**src/rtl/instr_bus_responder.sv**
```systemverilog
// -----------------------------------------------------------------------------
// instr_bus_responder
//
// Responder end of the instruction-fetch bus. Accepts one fetch request at a
// time, issues a level read request to a variable-latency backing memory and
// returns one 32-bit word per request with a single-cycle response strobe.
// Fetch redirects (flush_bus_i) discard the in-flight word, and a timeout
// covers a memory that never acknowledges.
//
// Optional feature (macro LINE_BUFFER_EN): a single-word line buffer that
// serves repeat fetches of the same word in one cycle without a memory access.
// invalidate_i clears it (fence.i). Without the macro invalidate_i is unused.
//
// Parameters:
//   TIMEOUT_CYCLES  WAIT/DRAIN cycles before the access is abandoned
//   NOP_WORD        data returned on a timeout
//   ADDR_WIDTH      fetch / memory address width
//
// Ports:
//   clk                     core clock, rising edge
//   rst                     asynchronous active-high reset
//   instruction_request_i   fetch wants the word at instruction_addr_i
//   flush_bus_i             fetch redirected; in-flight word is stale
//   instruction_addr_i      fetch PC (may be halfword aligned)
//   instruction_response_o  one-cycle pulse, instruction_data_o valid
//   instruction_data_o      word at the word-aligned captured address
//   invalidate_i            line buffer invalidate
//   mem_rd_o                level read request to memory
//   mem_addr_o              word-aligned read address
//   mem_ack_i               memory data valid this cycle
//   mem_data_i              memory read data
//   bus_error_o             one-cycle pulse on timeout
// -----------------------------------------------------------------------------
module instr_bus_responder #(
  parameter int          TIMEOUT_CYCLES = 64,
  parameter logic [31:0] NOP_WORD       = 32'h00000013,
  parameter int          ADDR_WIDTH     = 32
) (
  input  logic                  clk,
  input  logic                  rst,
  input  logic                  instruction_request_i,
  input  logic                  flush_bus_i,
  input  logic [ADDR_WIDTH-1:0] instruction_addr_i,
  output logic                  instruction_response_o,
  output logic [31:0]           instruction_data_o,
  input  logic                  invalidate_i,
  output logic                  mem_rd_o,
  output logic [ADDR_WIDTH-1:0] mem_addr_o,
  input  logic                  mem_ack_i,
  input  logic [31:0]           mem_data_i,
  output logic                  bus_error_o
);

  localparam int CNT_W = $clog2(TIMEOUT_CYCLES + 1);

  typedef enum logic [1:0] {IDLE, WAIT, DRAIN, RESP} state_t;

  state_t                  state_q, state_d;
  logic                    mem_rd_q;
  logic [ADDR_WIDTH-1:0]   mem_addr_q;
  logic [31:0]             data_q;
  logic [CNT_W-1:0]        cnt_q;
  logic [CNT_W-1:0]        cnt_inc;
  logic                    bus_err_q;

  logic                    timeout;
  logic                    busy;
  logic                    take_req;
  logic                    take_hit;
  logic                    take_miss;
  logic                    ack_keep;
  logic                    tmo_fire;
  logic                    tmo_nop;
  logic                    rd_release;
  logic                    lb_hit;
  logic [31:0]             lb_data;

  // The low two address bits never reach memory; fetch picks halves itself.
  logic                    unused_addr_bits;
  assign unused_addr_bits = ^instruction_addr_i[1:0];

  // The counter counts WAIT/DRAIN cycles without an ack since the request
  // was accepted; the access is abandoned on the cycle it would reach the limit.
  assign cnt_inc = cnt_q + 1'b1;
  assign timeout = (cnt_inc == CNT_W'(TIMEOUT_CYCLES));

  assign busy       = (state_q == WAIT) || (state_q == DRAIN);
  assign take_req   = (state_q == IDLE) && instruction_request_i;
  assign take_hit   = take_req && lb_hit;
  assign take_miss  = take_req && !lb_hit;
  assign ack_keep   = (state_q == WAIT) && mem_ack_i && !flush_bus_i;
  assign tmo_fire   = busy && !mem_ack_i && timeout;
  assign tmo_nop    = (state_q == WAIT) && !mem_ack_i && timeout && !flush_bus_i;
  assign rd_release = busy && (mem_ack_i || timeout);

`ifdef LINE_BUFFER_EN
  logic                  lb_valid_q;
  logic [ADDR_WIDTH-3:0] lb_tag_q;
  logic [31:0]           lb_data_q;

  // A same-cycle invalidate wins over a hit so fence.i is never bypassed.
  assign lb_hit  = lb_valid_q && !invalidate_i &&
                   (lb_tag_q == instruction_addr_i[ADDR_WIDTH-1:2]);
  assign lb_data = lb_data_q;

  // Filled on every kept memory word; timeout NOP data is never captured.
  always_ff @(posedge clk or posedge rst) begin
    if (rst) begin
      lb_valid_q <= 1'b0;
      lb_tag_q   <= '0;
      lb_data_q  <= '0;
    end else if (invalidate_i) begin
      lb_valid_q <= 1'b0;
    end else if (ack_keep) begin
      lb_valid_q <= 1'b1;
      lb_tag_q   <= mem_addr_q[ADDR_WIDTH-1:2];
      lb_data_q  <= mem_data_i;
    end
  end
`else
  logic unused_invalidate;
  assign unused_invalidate = invalidate_i;
  assign lb_hit  = 1'b0;
  assign lb_data = '0;
`endif

  // State register
  always_ff @(posedge clk or posedge rst) begin
    if (rst) state_q <= IDLE;
    else     state_q <= state_d;
  end

  // Next-state logic
  always_comb begin
    state_d = state_q;
    unique case (state_q)
      IDLE: begin
        if (instruction_request_i) state_d = lb_hit ? RESP : WAIT;
      end
      WAIT: begin
        if (mem_ack_i)        state_d = flush_bus_i ? IDLE : RESP;
        else if (timeout)     state_d = flush_bus_i ? IDLE : RESP;
        else if (flush_bus_i) state_d = DRAIN;
      end
      DRAIN: begin
        if (mem_ack_i || timeout) state_d = IDLE;
      end
      RESP: state_d = IDLE;
      default: state_d = IDLE;
    endcase
  end

  // Output logic
  always_comb begin
    instruction_response_o = (state_q == RESP);
  end

  assign mem_rd_o           = mem_rd_q;
  assign mem_addr_o         = mem_addr_q;
  assign instruction_data_o = data_q;
  assign bus_error_o        = bus_err_q;

  // Request, address, data and timeout registers
  always_ff @(posedge clk or posedge rst) begin
    if (rst) begin
      mem_rd_q   <= 1'b0;
      mem_addr_q <= '0;
      data_q     <= NOP_WORD;
      cnt_q      <= '0;
      bus_err_q  <= 1'b0;
    end else begin
      bus_err_q <= tmo_fire;

      if (take_miss) begin
        mem_rd_q   <= 1'b1;
        mem_addr_q <= {instruction_addr_i[ADDR_WIDTH-1:2], 2'b00};
      end else if (rd_release) begin
        mem_rd_q <= 1'b0;
      end

      if (take_miss)               cnt_q <= '0;
      else if (busy && !mem_ack_i) cnt_q <= cnt_inc;

      // Data only changes when a response is about to be presented.
      if (ack_keep)      data_q <= mem_data_i;
      else if (tmo_nop)  data_q <= NOP_WORD;
      else if (take_hit) data_q <= lb_data;
    end
  end

endmodule

```
**config.mk**
```make
export PLATFORM = sky130hd
export DESIGN_NAME = instr_bus_responder
export DESIGN_NICKNAME = d
export VERILOG_FILES = /design/src/rtl/instr_bus_responder.sv
export SDC_FILE = /design/constraint.sdc
export NUM_CORES = 1
export LEC_CHECK = 0
export CORE_MARGIN = 5
export CORE_UTILIZATION = 37
export CTS_CLUSTER_DIAMETER = 30
export DETAILED_ROUTE_END_ITERATION = 7
export PLACE_DENSITY = 0.75
export SLEW_MARGIN = 20
export SYNTH_ARGS = -nofsm -noshare
export SYNTH_HDL_FRONTEND = slang
export SYNTH_SLANG_ARGS = --single-unit
```
**constraint.sdc**
```tcl
create_clock -name clk -period 2.7 [get_ports clk]
set_clock_uncertainty 0.1 [all_clocks]
set_input_delay 0.675 -clock clk [delete_from_list [all_inputs] [get_ports clk]]
set_output_delay 0.675 -clock clk [all_outputs]
set_load 0.005 [all_outputs]
```
-- Yosys cells after proc, flatten, opt, wreduce, memory -nomap -nowiden
Index checks and enable logic that the tools add are counted.
- register bits: 73
- bits in latches: 0
- memory bits (writable): 0
- bits in read-only memories: 0
- input port bits: 70
- output and inout bits: 67
- logic and storage cells: 45
- memories kept: 0
- $add $sub $neg: 1
- $mul: 0
- div/mod/pow operators: 0
- magnitude comparators: 0
- eq/ne operators: 7
- shift operators: 0
- mux-type cells: 13
- bitwise operators: 0
- reduce and logical (&&, ||, !) cells: 18
- operator list (cell ; count):
    2-to-1 mux 32 bit ; 2
    2-to-1 mux 7 bit ; 2
    2-to-1 mux 2 bit ; 6
    logical AND 1 bit ; 9
    one-hot mux 2 bit (4 select lines) ; 1
    adder 7 x 1 -> 7 bit, second input constant ; 1
    equality test 7 bit, second input constant ; 1
    nonzero test 2 bit ; 3
    equality test 2 bit, second input constant ; 2
    != test 4 bit, second input constant ; 1
    AND reduction 3 bit ; 1
    equality test 2 x 1 -> 1 bit, second input constant ; 1
    logical NOT 1 bit ; 2
    logical NOT 2 bit ; 1
    logical OR 1 bit ; 2
    2-to-1 mux 1 bit ; 2
    != test 2 x 1 -> 1 bit, second input constant ; 1
    != test 2 bit, second input constant ; 1

-- Logic depth before layout (Yosys ltp)
Gate-level depths: netlist of the first run.
- word-level depth: 6
- gate-level depth with buffers: 7

-- Worst setup path after synthesis of the first run
OpenSTA, ideal clock, no wires.
- path type: input-to-reg
- start: input flush_bus_i
- end: register data_q[10], in the netlist instruction_data_o[10]
- arrival time: 1562 ps
- slack: 917 ps
- cell stages on the path: 5
- buffers on the path: 2
- path through: and2b_4 -> and2_1 -> buf_2 -> buf_2 -> a22o_1
- word-level cells in the longest chain between the ends: 3
- elaborated cells on any way between the ends: 5
- those cells by class: mux (1); reduce/logical (4)
- RTL lines (what ; line ; RTL):
    from (decl) ; 42 ; input logic flush_bus_i,
    logical NOT 1 bit (*) ; 91, 93 ;
    logical AND 1 bit, on equally long branches ; 91, 93 ;
    2-to-1 mux 32 bit or nonzero test 2 bit (tied branches) ; n/a ;
    to (signal assigned) ; 185 ; if (ack_keep) data_q <= mem_data_i;
    to (signal assigned) ; 187 ; else if (take_hit) data_q <= lb_data;
    to (decl) ; 61 ; logic [31:0] data_q;
Mark *: on every way between the ends. The rest lies on a longest branch, timed or not.
A chain may end at the register's enable or synchronous reset.

-- Worst setup path after layout of the first run
- start: register state_q[1]
- end: output instruction_response_o
- word-level cells in the longest chain between the ends: 1
- RTL lines (what ; line ; RTL):
    from (decl) ; 58 ; state_t state_q, state_d;
    from (signal assigned) ; 130 ; else state_q <= state_d;
    equality test 2 bit ; 155 ; instruction_response_o = (state_q == RESP);
    to (decl) ; 44 ; output logic instruction_response_o,
No other way between the ends.

==> results.toml, run 1 <==
[run_status]
outcome = "complete, no violations"

[cts]
clkLatencyLatePin_ns = 0.33
post_cts_resized = 0
cts_buffers = 9
cts_root_buf = "clkbuf_8"
cts_max_level = 3
clk_pin_slew_worst_paths_ns = 0.08
ctsLongestPathBuffers = 2
cts_tree = "built"
cts.sink_count = 73
post_cts_buffers = 0
cts-hold-fix-buffers = 0

[finish]
finalInstanceArea_um2 = 4630
antenna_cells = 0
drive_gt1_share_pct = 17.2
areaGrowthSynthToFinish_pct = 53.2
fin_nets = 430
fill_cells = 684
stdcell_count = 465
fin_util_pct = 57.3

[synthesis]
synth_compound_gate_area_share_pct = 12.0
avgSynthCellArea_um2 = 13.8
synth-xor-area-share_pct = 1.74
yosys_warnings = 0
ys_seq_elements = 73
seq_area_frac_synth_pct = 60.5
synthAdderAreaFrac_pct = 2.07
synth_mux_area_share_pct = 11.5
synth_edf_count = 0
ys_top_cells_by_count = "dfrtp_1, mux2_2, a22o_1"
synthDistinctLibCells = 41
synth-simple-area-share_pct = 7.90
synth_area_leaders = "dfrtp_1, mux2_2, a22o_1, dfstp_2, ha_1"
synth_top_family_by_area = "compound AO/OA/AOI/OAI gates"
synth_cells = 219
synth_most_common_cell = "dfrtp_1"
async_flop_share_pct = 100
yosysTopAreaCell = "dfrtp_1"
synthFlopType = "dfrtp_1"
synth_top_cell_area_share_pct = 57.9
syn_area_um2 = 3020

[setup_path]
cpPeakStageDelay_ns = 0.51
critPathCaptureType = "output port"
crit_fanout = 5
path_cells = "ha_1 -> clkdlybuf4s50_1"
r2r_cells = 6
reg2reg_to = "instruction_data_o[17]"
crit_type = "flip-flop to output port"
cp.arrival_ns = 1.47
startpoint = "state_q[1]"
r2r_setup_slack_ns = 0.69
rr_startpoint = "cnt_q[0]"
worstSetupEndpoint = "instruction_response_o"
worstPathRequired_ns = 1.92
cp-start-kind = "flip-flop"
critPathSlowestCell = "clkdlybuf4s50_1"

[pwr]
p_int_w = 0.00343
power_density_nw_per_um2 = 1040
ir_drop_mv = 0.365
power.net_switching_w = 0.00138
seqPwrFrac_pct = 39.1
p_clk_share_pct = 17.5
switching_share_pct = 28.7
p_comb_share_pct = 43.4
p_leak_nw = 2.00

[placed_design]
place_hpwl_um = 5680
globalplace.congestion = 0.748
io_buffer_count = 131
post-place-cells = 449
placed_area_um2 = 4440
place_ws_ns = 0.371

[routing]
num_vias = 2230
drt-pass1-iter-count = 4
drtIter0Drc = 44
wl_per_cell_um = 16.7
viasPerCell = 4.80
wl_um = 7790
antenna_left = 0
drc = 0

[timing]
final-hold-violation-count = 0
fin_crit_sh_pct = 83.1
fin_crit_ns = 2.24
drv_slew = 0
finalSetupViolCount = 0
final.setup.worst_slack_ns = 0.457
rsz0062_at_grt = "false"
clock.fmax_mhz = 446
tns_ns = 0

[grt]
grt_max_degree = 74
grt_pass1_wl_um = 12400
antenna_found_initial = 0
grt_overflow = 0
grt_use_total_pct = 15.9
grt_pass1_vias = 2425

[floorplanning]
die_h_um = 100
io_pins = 137
num_rows = 33
start_util_pct = 37.4
die_area_um2 = 10100
die_w_um = 100
core_area_um2 = 8090

[worst_hold_path]
worst_hold_path_type = "flip-flop to flip-flop"

[run]
drv_cap = 0
==> how the worst min path moves through the flow <==
| stage | startpoint | endpoint | slack [ns] | depth (start not counted) |
|---|---|---|---|---|
| after floorplan | instruction_data_o[0] | instruction_data_o[0] | 0.35 | 2 |
| final | instruction_data_o[1] | instruction_data_o[1] | 0.37 | 2 |
| after global placement | instruction_data_o[4] | instruction_data_o[4] | 0.35 | 2 |
| after CTS | instruction_data_o[4] | instruction_data_o[4] | 0.37 | 2 |
| after global routing | instruction_data_o[4] | instruction_data_o[4] | 0.39 | 2 |
| after detailed placement | instruction_data_o[4] | instruction_data_o[4] | 0.36 | 2 |
==> layout by cell type (no fill, tap or decap), types with 4 or more instances in the layout <==
cell type / synthesis / final
clkdlybuf4s50_1: 0 / 131
dfrtp_1: 70 / 70
mux2_2: 30 / 30
a22o_1: 29 / 29
nor2_1: 11 / 11
clkbuf_8: 0 / 9
nand2_1: 7 / 7
inv_1: 7 / 6
buf_4: 4 / 6
ha_1: 5 / 5
nor2b_1: 4 / 4
==> cell type report <==
cell class                      count  area [µm²]  share of cell area (%)
Multi-Input combinational cell    126        1070                    23.2
Tap cell                          105         131                    2.84
Clock buffer                       10         128                    2.75
Timing Repair Buffer              138        1380                    29.7
Inverter                            7        26.3                   0.567
Sequential cell                    73        1830                    39.5
Clock inverter                      6        66.3                    1.43
==> registers in the layout, indices dropped and copies added, names as in the netlist <==
signal              count
bus_error_o             1
cnt_q                   7
instruction_data_o     32
mem_addr_o             30
mem_rd_o                1
state_q                 2
==> power by group through the flow <==
stage               clock network [W]  logic [W]  registers [W]
global route                 0.000929    0.00226        0.00195
detailed placement                  0    0.00213        0.00190
finish                       0.000841    0.00209        0.00188
CTS                          0.000872    0.00214        0.00189
floorplan                           0   0.000830        0.00192
global placement                    0    0.00207        0.00187
==> logic make-up (layout without fill, tap and decap cells) <==
group	after synthesis	in the layout
adder cells (fa/ha/maj)	5	5
multiplexers	31	31
other	1	2
AO/OA/AOI/OAI	42	42
AND/OR/NAND/NOR	40	40
flip-flops	73	73
XOR/XNOR	6	6
buffers and inverters	21	161
==> metrics by stage <==
stage | total power (W) | hold slack [ns]
after floorplan | 0.00275 | 0.349
after global placement | 0.00394 | 0.352
after detailed placement | 0.00403 | 0.357
after CTS | 0.00490 | 0.370
after global routing | 0.00514 | 0.389
final | 0.00481 | 0.365
==> critical path: cells and delay by family, from the launching register on <==
kind | cells | cell delay, ns
buffers and inverters | 1 | 0.51
flip-flops | 1 | 0.42
adder cells (fa/ha/maj) | 1 | 0.20
==> layer usage <==
layer	vias up	routed length (µm)	GRT usage, %
met5	-	0	0
met4	0	96	5.91
met3	10	441	3.13
met2	69	4010	27.9
met1	1098	3240	19.3
li1	1053	-	-
Note: power is estimated with default switching activity, not from simulation.
==> inputs of run 2 (changes only) <==
--- a/config.mk
+++ b/config.mk
@@ -6,10 +6,10 @@
 export NUM_CORES = 1
 export LEC_CHECK = 0
 export CORE_MARGIN = 5
-export CORE_UTILIZATION = 37
+export CORE_UTILIZATION = 40
 export CTS_CLUSTER_DIAMETER = 30
 export DETAILED_ROUTE_END_ITERATION = 7
-export PLACE_DENSITY = 0.75
+export PLACE_DENSITY = 0.78
 export SLEW_MARGIN = 20
 export SYNTH_ARGS = -nofsm -noshare
 export SYNTH_HDL_FRONTEND = slang
==> constraint.sdc (replaced) <==
create_clock -name clk -period 2.2 [get_ports clk]
set_clock_uncertainty 0.1 [all_clocks]
set_input_delay 0.55 -clock clk [delete_from_list [all_inputs] [get_ports clk]]
set_output_delay 0.55 -clock clk [all_outputs]
set_load 0.005 [all_outputs]
==> results.toml, run 2 (synthesized netlist as in run 1, its figures left out) <==
[finish]
layout_commonest_cell = "clkdlybuf4s50_1"
fin_util_pct = 64.0
antenna_cells = 0
areaGrowthSynthToFinish_pct = 54.3
mostFrequentLayoutCells = "clkdlybuf4s50_1, dfrtp_1, mux2_2, a22o_1, nor2_1"
drive_gt1_share_pct = 17.0
stdcell_count = 458
largest_reg_flops = 32
fin_nets = 429

[floorplanning]
die_w_um = 97.0
start_util_pct = 41.5
core_area_um2 = 7290
num_rows = 31
io_pins = 137
die_h_um = 97.0
die_area_um2 = 9400

[worst_hold_path]
hold_depth = 2
worst_hold_path_type = "flip-flop to flip-flop"

[timing]
drv_slew = 0
rsz0062_at_grt = "false"
fin_crit_ns = 2.10
clock.fmax_mhz = 477
fin_crit_sh_pct = 95.4
finalSetupViolCount = 0
tns_ns = 0
whs_ns = 0.363
final-hold-violation-count = 0

[routing]
drt-pass1-iter-count = 4
highest_layer = "met4"
met1_length_um = 3270
viasPerCell = 4.94
dr_wl_met2_um = 3310
drc = 0
wl_um = 7260
wl_per_cell_um = 15.8
wl_met3_um = 580
drtIter0Drc = 82
antenna_left = 0
num_vias = 2263

[grt]
antenna_found_initial = 0
grt_pass1_wl_um = 12400
grt_pass1_vias = 2457
grt_overflow = 0
grt_max_degree = 67
grt_use_total_pct = 16.2

[placed_design]
post-place-cells = 442
place_hpwl_um = 5340
globalplace.congestion = 0.784
io_buffer_count = 131

[cts]
cts_tree = "built"
cts_root_buf = "clkbuf_8"
clkLatencyLatePin_ns = 0.33
cts.sink_count = 73
cts_max_level = 3
cts-hold-fix-buffers = 0
post_cts_resized = 0
post_cts_buffers = 0
ctsLongestPathBuffers = 2
cts_buffers = 9
clk_pin_slew_worst_paths_ns = 0.07

[pwr]
p_leak_nw = 2.02
ir_drop_mv = 0.551
power_density_nw_per_um2 = 1270

[setup_path]
r2r_cells = 6
critPathCaptureType = "output port"
worstPathRequired_ns = 1.55
cp-start-kind = "flip-flop"
crit_type = "flip-flop to output port"
cp.arrival_ns = 1.45
crit_fanout = 5

[run]
drv_cap = 0

[run_status]
outcome = "complete, no violations"
[run 2: cell count changes in the layout (fill, tap and decap cells not counted), sizes merged]
cell and change:
clkinvlp -1, clkinv +2, clkbuf -1, buf -1
[run 2: metrics by stage]
stage	power, W	setup slack [ns]	cell area [µm²]
3_5_place_dp	0.00493	0.105	4460
5_1_grt	0.00634	0.0310	4670
4_1_cts	0.00602	0.0695	4670
6_report	0.00590	0.101	4670
2_1_floorplan	0.00338	0.438	3030
3_3_place_gp	0.00484	0.124	4460
[run 2: cell type report]
type                    instances  area, µm²
inverters                       7       30.0
fillers                       597       2630
repair buffers                137       1410
well taps                      99        124
multi-input cells             126       1070
flip-flops and latches         73       1830
clock buffers                   9        124
clock inverters                 7       77.6
[run 2: critical path, cell delays in order, from the launching register on]
cell and delay, ns:
dfrtp_1 0.41, ha_1 0.20, clkdlybuf4s50_1 0.51
[run 2: metal layers]
layer / global-route usage (%) / vias to the layer above
met3: 6.04 / 11
met5: 0 / -
met2: 24.7 / 99
met4: 6.16 / 0
li1: - / 1053
met1: 21.0 / 1100
[run 2: final timing paths]
kind                                       startpoint  slack [ns]                endpoint
worst max-delay path                       state_q[1]        0.10  instruction_response_o
worst min-delay path            instruction_data_o[1]        0.36   instruction_data_o[1]
worst max register to register               cnt_q[0]        0.26  instruction_data_o[22]
worst min register to register  instruction_data_o[1]        0.36   instruction_data_o[1]
max in group asynchronous                         rst        0.99   instruction_data_o[4]
min in group asynchronous                         rst        0.38  instruction_data_o[10]
[run 2: where the power goes]
part           internal, W  leakage (nW)  switching [W]  total, W
Clock             0.000533         0.100       0.000510   0.00104
Combinational      0.00173          1.02       0.000831   0.00256
Sequential         0.00197         0.891       0.000334   0.00230
Total              0.00423          2.02        0.00167   0.00590
==> inputs of run 3 (changes only) <==
--- a/config.mk
+++ b/config.mk
@@ -5,11 +5,12 @@
 export SDC_FILE = /design/constraint.sdc
 export NUM_CORES = 1
 export LEC_CHECK = 0
+export ABC_AREA = 1
 export CORE_MARGIN = 5
 export CORE_UTILIZATION = 40
 export CTS_CLUSTER_DIAMETER = 30
 export DETAILED_ROUTE_END_ITERATION = 7
-export PLACE_DENSITY = 0.78
+export PLACE_DENSITY = 0.77
 export SLEW_MARGIN = 20
 export SYNTH_ARGS = -nofsm -noshare
 export SYNTH_HDL_FRONTEND = slang
==> results.toml, run 3 <==
[grt]
grt_overflow = 0
grt_max_degree = 36
grt_pass1_wl_um = 13000
grt_use_total_pct = 16.4
grt_pass1_vias = 2652
antenna_found_initial = 0

[timing]
final-hold-violation-count = 0
rsz0062_at_grt = "false"
final.setup.worst_slack_ns = 0.107
fin_crit_sh_pct = 95.1
clock.fmax_mhz = 478
drv_slew = 0
tns_ns = 0
finalSetupViolCount = 0
fin_crit_ns = 2.09

[routing]
drt-pass1-iter-count = 4
viasPerCell = 4.63
antenna_left = 0
drc = 0
wl_per_cell_um = 14.1
num_vias = 2498
wl_um = 7600
drtIter0Drc = 110

[cts]
cts_root_buf = "clkbuf_8"
cts-hold-fix-buffers = 0
cts.sink_count = 73
clkLatencyLatePin_ns = 0.33
cts_max_level = 3
ctsLongestPathBuffers = 2
post_cts_resized = 0
post_cts_buffers = 0
cts_tree = "built"
cts_buffers = 9
clk_pin_slew_worst_paths_ns = 0.08

[setup_path]
startpoint = "state_q[1]"
crit_type = "flip-flop to output port"
cp.arrival_ns = 1.44
rr_startpoint = "cnt_q[0]"
cp-start-kind = "flip-flop"
critPathCaptureType = "output port"
crit_fanout = 4
worstPathRequired_ns = 1.55

[finish]
layout_commonest_cell = "clkdlybuf4s50_1"
largest_reg_flops = 32
areaGrowthSynthToFinish_pct = 53.5
fin_nets = 507
antenna_cells = 0
fill_cells = 635
mostFrequentLayoutCells = "clkdlybuf4s50_1, nand2_1, dfrtp_1, nand3_1, mux2_2"
drive_gt1_share_pct = 15.1
fin_util_pct = 62.3
finalInstanceArea_um2 = 4760

[floorplanning]
core_area_um2 = 7650
die_w_um = 98.1
die_area_um2 = 9620
io_pins = 137
die_h_um = 98.1
num_rows = 32
start_util_pct = 40.6

[synthesis]
async_flop_share_pct = 100
seq_area_frac_synth_pct = 59.0
synth_top_cell_area_share_pct = 56.5
synthDistinctLibCells = 24
synth_edf_count = 0
avgSynthCellArea_um2 = 10.5
ys_top_cells_by_count = "nand2_1, dfrtp_1, nand3_1"
synthFlopType = "dfrtp_1"
yosys_warnings = 0
synth_most_common_cell = "nand2_1"
ys_seq_elements = 73
yosysTopAreaCell = "dfrtp_1"
synth_area_leaders = "dfrtp_1, mux2_2, nand2_1, nand3_1, dfstp_2"
syn_area_um2 = 3100
synth_cells = 296

[pwr]
p_total_w = 0.00608
p_comb_share_pct = 44.1
switching_share_pct = 30.6
power_density_nw_per_um2 = 1280
p_clk_share_pct = 17.0
seqPwrFrac_pct = 38.8
p_leak_nw = 2.20
ir_drop_mv = 0.664
p_int_w = 0.00422
power.net_switching_w = 0.00186

[placed_design]
io_buffer_count = 131
place_hpwl_um = 5670
place_ws_ns = 0.150
placed_area_um2 = 4570
globalplace.congestion = 0.856

[run_status]
outcome = "complete, no violations"

[run]
drv_cap = 0

[worst_hold_path]
min_from = "instruction_data_o[27]"
worst_hold_path_type = "flip-flop to flip-flop"
## run 3: cell types whose count changed after synthesis, sizes merged, moves of 3 or more
cell / before / now
nor3: 3 / 0
a22o: 29 / 0
xnor2: 3 / 0
o21ai: 1 / 6
nand2: 7 / 92
buf: 13 / 8
clkbuf: 1 / 6
nand3: 0 / 38
inv: 7 / 16
xor2: 3 / 0
nor2b: 4 / 0
## run 3: logic make-up after synthesis
| family | share of synthesized area (%) |
|---|---|
| AO/OA/AOI/OAI | 3.63 |
| adder cells (fa/ha/maj) | 2.02 |
| flip-flops | 59.0 |
| buffers and inverters | 4.72 |
| multiplexers | 10.9 |
| AND/OR/NAND/NOR | 19.6 |
| other | 0.121 |
## run 3: per-layer routing
layer	share of wire [%]	vias to the layer above	track usage [%]
li1	-	1226	-
met1	43	1184	20.8
met2	48	79	26.8
met3	6.9	9	4.57
met4	1.4	0	6.28
met5	0	-	0
## run 3: path summary, 6_finish.rpt
kind	endpoint	slack (ns)	cells past startpoint
setup / recovery	instruction_response_o	0.11	2
hold / removal	instruction_data_o[27]	0.37	2
setup reg to reg	instruction_data_o[11]	0.25	12
hold reg to reg	instruction_data_o[27]	0.37	2
max in group asynchronous	instruction_data_o[1]	1.01	3
min in group asynchronous	mem_addr_o[11]	0.43	2
## run 3: metrics by stage
| stage | hold WS (ns) | instances |
|---|---|---|
| 6_report | 0.374 | 539 |
| 5_1_grt | 0.392 | 539 |
| 4_1_cts | 0.379 | 539 |
| 3_5_place_dp | 0.358 | 523 |
| 3_3_place_gp | 0.353 | 523 |
| 2_1_floorplan | 0.364 | 297 |
## run 3: final cells by class
| cell class | instances | area (µm²) | area share, % |
|---|---|---|---|
| sequential | 73 | 1830 | 38.4 |
| timing repair buffer | 138 | 1410 | 29.7 |
| multi-input combinational | 194 | 1130 | 23.8 |
| clock buffer | 10 | 128 | 2.68 |
| tap | 102 | 128 | 2.68 |
| clock inverter | 6 | 67.6 | 1.42 |
| inverter | 16 | 63.8 | 1.34 |
## run 3: critical path: stages (launching register included)
cell and delay, ns:
dfrtp_1 0.41, ha_1 0.19, clkdlybuf4s50_1 0.51
## run 3: power groups by stage
stage / Combinational, W / Sequential [W] / Clock (W)
finish: 0.00268 / 0.00236 / 0.00104
global route: 0.00294 / 0.00245 / 0.00113
CTS: 0.00274 / 0.00236 / 0.00106
detailed placement: 0.00273 / 0.00238 / 0
global placement: 0.00266 / 0.00235 / 0
floorplan: 0.00104 / 0.00241 / 0
